<file path="src/rtl/shift_add_mult.sv">
// shift_add_mult: sequential unsigned shift-and-add multiplier driving a ripple-carry adder once per clock.
module rca #(
    parameter int SIZE = 8
) (
    input  logic [SIZE-1:0] x,
    input  logic [SIZE-1:0] y,
    input  logic            cin,
    output logic [SIZE-1:0] s,
    output logic            cout,
    output logic            ovf
);
    logic [SIZE:0] c;
    assign c[0] = cin;
    for (genvar i = 0; i < SIZE; i++) begin : g_fa
        assign s[i]   = x[i] ^ y[i] ^ c[i];
        assign c[i+1] = (x[i] & y[i]) | (c[i] & (x[i] ^ y[i]));
    end
    assign cout = c[SIZE];
    assign ovf  = c[SIZE] ^ c[SIZE-1];
endmodule

module shift_add_mult #(
    parameter int SIZE = 8
) (
    input  logic              clk,
    input  logic              rst_n,
    input  logic              start,
    input  logic [SIZE-1:0]   a,
    input  logic [SIZE-1:0]   b,
    output logic              busy,
    output logic              done,
    output logic [2*SIZE-1:0] product
);
    localparam int CW = $clog2(SIZE + 1);
    typedef enum logic [1:0] {IDLE, RUN, DONE} state_t;
    state_t state_q, state_d;
    logic [SIZE-1:0]   m_q, m_d, a_q, a_d, q_q, q_d;
    logic [CW-1:0]     cnt_q, cnt_d;
    logic [2*SIZE-1:0] product_q, product_d;
    logic              busy_q, busy_d, done_q, done_d;
    logic [SIZE-1:0]   add_s;
    logic              add_c, ovf_unused;
    logic [SIZE:0]     sum;
    rca #(.SIZE(SIZE)) u_rca (
        .x    (a_q),
        .y    (m_q),
        .cin  (1'b0),
        .s    (add_s),
        .cout (add_c),
        .ovf  (ovf_unused)
    );
    // the carry is kept as bit SIZE so it shifts into the top of A
    assign sum = q_q[0] ? {add_c, add_s} : {1'b0, a_q};
    always_comb begin
        state_d   = state_q;
        m_d       = m_q;
        a_d       = a_q;
        q_d       = q_q;
        cnt_d     = cnt_q;
        product_d = product_q;
        case (state_q)
            IDLE: if (start) begin
                m_d     = a;
                q_d     = b;
                a_d     = '0;
                cnt_d   = CW'(SIZE);
                state_d = RUN;
            end
            RUN: begin
                a_d   = sum[SIZE:1];
                q_d   = {sum[0], q_q[SIZE-1:1]};
                cnt_d = cnt_q - CW'(1);
                if (cnt_q == CW'(1)) begin
                    product_d = {sum[SIZE:1], sum[0], q_q[SIZE-1:1]};
                    state_d   = DONE;
                end
            end
            default: state_d = IDLE;
        endcase
        busy_d = state_d == RUN;
        done_d = state_d == DONE;
    end
    always_ff @(posedge clk or negedge rst_n) begin
        if (!rst_n) begin
            state_q   <= IDLE;
            m_q       <= '0;
            a_q       <= '0;
            q_q       <= '0;
            cnt_q     <= '0;
            product_q <= '0;
            busy_q    <= 1'b0;
            done_q    <= 1'b0;
        end else begin
            state_q   <= state_d;
            m_q       <= m_d;
            a_q       <= a_d;
            q_q       <= q_d;
            cnt_q     <= cnt_d;
            product_q <= product_d;
            busy_q    <= busy_d;
            done_q    <= done_d;
        end
    end
    assign busy    = busy_q;
    assign done    = done_q;
    assign product = product_q;
endmodule
</file>
<file path="config.mk">
export PLATFORM = sky130hd
export DESIGN_NAME = shift_add_mult
export DESIGN_NICKNAME = d
export VERILOG_FILES = /design/src/rtl/shift_add_mult.sv
export SDC_FILE = /design/constraint.sdc
export NUM_CORES = 1
export LEC_CHECK = 0
export ABC_CLOCK_PERIOD_IN_PS = 4500
export CAP_MARGIN = 20
export CORE_ASPECT_RATIO = 0.7
export CORE_MARGIN = 2
export CORE_UTILIZATION = 52
export CTS_BUF_LIST = sky130_fd_sc_hd__clkbuf_4 sky130_fd_sc_hd__clkbuf_8
export CTS_CLUSTER_SIZE = 20
export DETAILED_ROUTE_END_ITERATION = 7
export PLACE_DENSITY_LB_ADDON = 0.3
export RECOVER_POWER = 50
export SLEW_MARGIN = 20
export SYNTH_ARGS = -nofsm -noshare
export SYNTH_HDL_FRONTEND = slang
export SYNTH_SLANG_ARGS = --single-unit
export TNS_END_PERCENT = 5
</file>
<file path="constraint.sdc">
create_clock -name clk -period 4.5 [get_ports clk]
set_clock_uncertainty 0.2 [all_clocks]
set_input_delay 1.35 -clock clk [delete_from_list [all_inputs] [get_ports clk]]
set_output_delay 1.35 -clock clk [all_outputs]
set_load 0.01 [all_outputs]
</file>
# After elaboration in Yosys (flattened, before gate mapping)
# Cells that the tools add are included.
# W data, S select, Z words.
# word_totals
ff_bits	48
out_inout_bits	18
wordCells	66
# op_classes
n_addsub	1
n_eq_ne	5
mux	10
bitwise	37
reduce_logical	5
# ops
cell	n
$pmux W8 S2	2
$mux W8	2
$and A1 B1 Y1	15
$xor A1 B1 Y1	15
$mux W9	1
$pmux W4 S2	1
$or A1 B1 Y1	7
$reduce_and A2 Y1	3
$eq A2 B1 Y1 const B	2
$eq A4 B1 Y1 const B	1
$mux W2	2
$mux W4	1
$pmux W2 S2	1
$sub A4 B1 Y4 const B	1
$eq A2 B2 Y1 const B	1
$logic_not A2 Y1	1
$ne A2 B2 Y1 const B	1
$reduce_bool A2 Y1	1

# Longest topological paths before layout
# depth
ltp_word	17
depth_mapped	12

# Hierarchy
# From an unflattened synthesis, not the netlist that was laid out.
# hier_totals
cells_unflattened	181
hier_area_um2	2190.9
# by_module_without_submodules
module	instances	cells_per_inst	area_per_inst_um2	seq_area_each_um2
shift_add_mult	1	162	1984.4	1201.2
rca	1	19	206.4	0.0

# Worst setup path before layout
# Ideal clock, no wire load.
# synth_timing
path_kind	register to register
startpoint	reg a_q[0]
endpoint	reg product_q[14] (netlist: product[14])
setup_time_ps	125
arrival_time_ps	3729
t_required_ps	4175
path_slack_ps	446
path_stages_with_launch	13
path_buffers	0
cell_sequence	dfrtp_1 > ha_1 > inv_1 > fa_1 > fa_1 > fa_1 > fa_1 > fa_1 > fa_1 > inv_1 > fa_1 > mux2_2 > mux2_4
# synth_via
elab_chain_len	15
# synth_rtl
item	line	rtl
start: declaration	37	logic [SIZE-1:0] m_q, m_d, a_q, a_d, q_q, q_d;
start signal: assignment	87	a_q <= '0;
start signal: assignment	96	a_q <= a_d;
$and A1 B1 Y1 (2 in a row)	16	assign c[i+1] = (x[i] & y[i]) | (c[i] & (x[i] ^ y[i]));
$or A1 B1 Y1	16	
$and A1 B1 Y1	16	
$or A1 B1 Y1	16	
$and A1 B1 Y1	16	
$or A1 B1 Y1	16	
$and A1 B1 Y1	16	
$or A1 B1 Y1	16	
$and A1 B1 Y1	16	
$or A1 B1 Y1	16	
$and A1 B1 Y1	16	
$or A1 B1 Y1	16	
$xor A1 B1 Y1	15	assign s[i] = x[i] ^ y[i] ^ c[i];
$mux W9	53	assign sum = q_q[0] ? {add_c, add_s} : {1'b0, a_q};
end signal: assignment	99	product_q <= product_d;
end: declaration	39	logic [2*SIZE-1:0] product_q, product_d;
# No other way between the ends.
# A chain may end at the register's enable or synchronous reset.

# Worst setup path in the final report
# Same ends and word-level chain as after synthesis.

==> metrics <==
status complete, but fails checks; failing checks max-capacitance violations, max-slew violations; Synth warnings 0; RSZ-0062 raised after global routing no; Via Count 1493; post-cts sizing count 0; area used by multi-input combinational logic 955 um^2; clk_lat worst skew roughly 300 ps; CP endpoint kind register; prevailing post-synth register cell dfrtp_1; Avg WL per Cell 15.4 um; fmax 0.238 GHz; Syn Area/Cell between 10 and 15 um^2; Clk network pwr share 0.130; slack of the critical path 295 ps; post-CTS setup buffers 0; FFs w/ async S/R, synth 1.00; Slew HR -0.685; DR vias/cell 5.33; Final min period roughly 4200 ps; WHS between 200 and 300 ps; Die ar. just over 5000 um^2; antenna violations before repair 0; share of post-route cells with drive strength above 1 0.111; Peak VDD IR 353 uV; post-synth net total between 200 and 250; CP Data Required Time ~4500 ps; fill count approximately 360; most common cell after layout, fill and taps aside dfrtp_1; kind of critical path register to register; dpl cell area between 2000 and 3000 um^2; Synth Register Bits 48; initial DRC count a little under 80; max cap viols 1; HP Class register to register; die height between 60 and 70 um; GRT Residual Overflow 0; htree depth 2; register area ~1200 um^2; CTS buffer count 5; Placer Congestion ~0.77; register area share after synthesis 0.515; port bufs 36; Final period util 0.935; clock slew at reported path FFs around 80 ps; synthesis-to-finish area growth 18.0%; Diodes inserted 0; gr usage total 0.191; clock root buffer clkbuf_8; Worst-Margin Slew about 2500 ps; WL final between 4 and 5 mm; Pint between 1 and 1.5 mW; final hold violation count 0; sequential share of power 0.416; Post-Syn Instances 189; CTS tree built; Finished Core Util 0.636; Hold-fix buffers, CTS 0; DRC viols 0; Final nets approximately 250; switch share 0.368; CTS Sinks 48; Post-Synthesis Cell Area ~2300 um^2; Gate power share 0.455; Place WS roughly 290 ps; leakage 1.22 nW; most frequent cells in the layout 48 x dfrtp_1, 35 x clkdlybuf4s50_1, 18 x inv_1, 16 x o21ai_1, 14 x a21oi_1; final setup TNS 0 ps; post-route ant nets 0; switching power total ~0.70 mW; DPL Wire Length approximately 3.0 mm; initial core utilization 0.539; crit start category register; largest net degree at the start of global routing 49; Crit Path Max Fanout 3; PD cells between 600 and 700 nW/um^2; EDFF count, synth 0; CP arrival roughly 4200 ps; final setup fails 0; vias in the first global route 1466; first-pass GRT wire length a little over 7 mm; Die X about 84 um; Slew Viols, Final 49; Layout Cell Area excl Fill about 2800 um^2; deepest clock path buffer count 2; Netlist cell types 30; row count 20; Core ar. 4330 um^2; drt pass-1 iters 4; IO Count 37
## metrics by stage
stage / power (mW) / std cells
after global routing: 2.06 / 280
after CTS: 1.98 / 280
after global placement: 1.67 / 273
after detailed placement: 1.73 / 273
final: 1.91 / 280
after floorplan: 1.42 / 189
## registers in the layout, summed over array words and instances, names as in the netlist
signal / count
a_q: 8
state_q: 2
busy: 1
done: 1
m_q: 8
cnt_q: 4
product: 16
q_q: 8
## critical path, stage by stage, from the launching register on
cell     delay [ps]
dfrtp_1         380
ha_1            160
inv_1            50
fa_1            370
fa_1            380
fa_1            380
fa_1            390
fa_1            390
fa_1            370
inv_1            70
fa_1            400
mux2_2          290
mux2_4          260
## cell usage after synthesis, types with 2 or more instances
| library cell | n | area [um^2] |
|---|---|---|
| nand2_1 | 11 | 41.3 |
| inv_2 | 2 | 7.51 |
| a22o_1 | 8 | 70.1 |
| a22oi_1 | 6 | 45.0 |
| a21oi_1 | 14 | 70.1 |
| mux2_2 | 2 | 22.5 |
| dfrtp_1 | 48 | 1200 |
| nor2b_1 | 6 | 37.5 |
| buf_2 | 5 | 25.0 |
| nor3b_4 | 2 | 37.5 |
| mux2i_1 | 4 | 40.0 |
| nor2_1 | 7 | 26.3 |
| mux2_4 | 15 | 225 |
| ha_1 | 3 | 37.5 |
| mux2_1 | 2 | 22.5 |
| inv_1 | 18 | 67.6 |
| o21ai_1 | 16 | 80.1 |
| buf_4 | 2 | 15.0 |
| fa_1 | 7 | 140 |
## cell families (layout without fill, tap and decap cells)
group / count (synthesis) / in the layout / share of synthesized area
compound gates: 47 / 47 / 0.127
simple gates: 33 / 33 / 0.0928
mux: 23 / 23 / 0.133
buf+inv: 28 / 64 / 0.0563
flops: 48 / 48 / 0.515
fa+ha+maj: 10 / 10 / 0.0762
## layer usage
layer	vias up	wire, um	GRT usage
li1	712	-	-
met1	752	2150	0.287
met2	25	2020	0.279
met3	4	131	0.0456
met4	0	33	0.0553
met5	-	0	0
## final timing paths
kind                            start          end  slack (ps)  depth (start not counted)
min in group asynchronous       rst_n  product[15]        1620                          1
setup / recovery               a_q[0]  product[14]         290                         12
hold reg to reg            product[3]   product[3]         290                          1
hold / removal             product[3]   product[3]         290                          1
setup reg to reg               a_q[0]  product[14]         290                         12
max in group asynchronous       rst_n   state_q[0]        1040                          1
## final cells by class
cell class,instances,share of cell area
Timing Repair Buffer,36,0.129
Sequential cell,48,0.437
Tap cell,55,0.0250
Clock inverter,1,0.00182
Clock buffer,6,0.0277
Multi-Input combinational cell,113,0.347
Inverter,21,0.0332
## power by group through the flow
stage	Sequential, mW	Clock (mW)	Combinational [mW]
after floorplan	0.777	0	0.639
after CTS	0.797	0.252	0.930
final	0.794	0.248	0.869
after global placement	0.794	0	0.880
after global routing	0.820	0.275	0.965
after detailed placement	0.806	0	0.922
No activity file was read; power rests on OpenSTA's default activity.
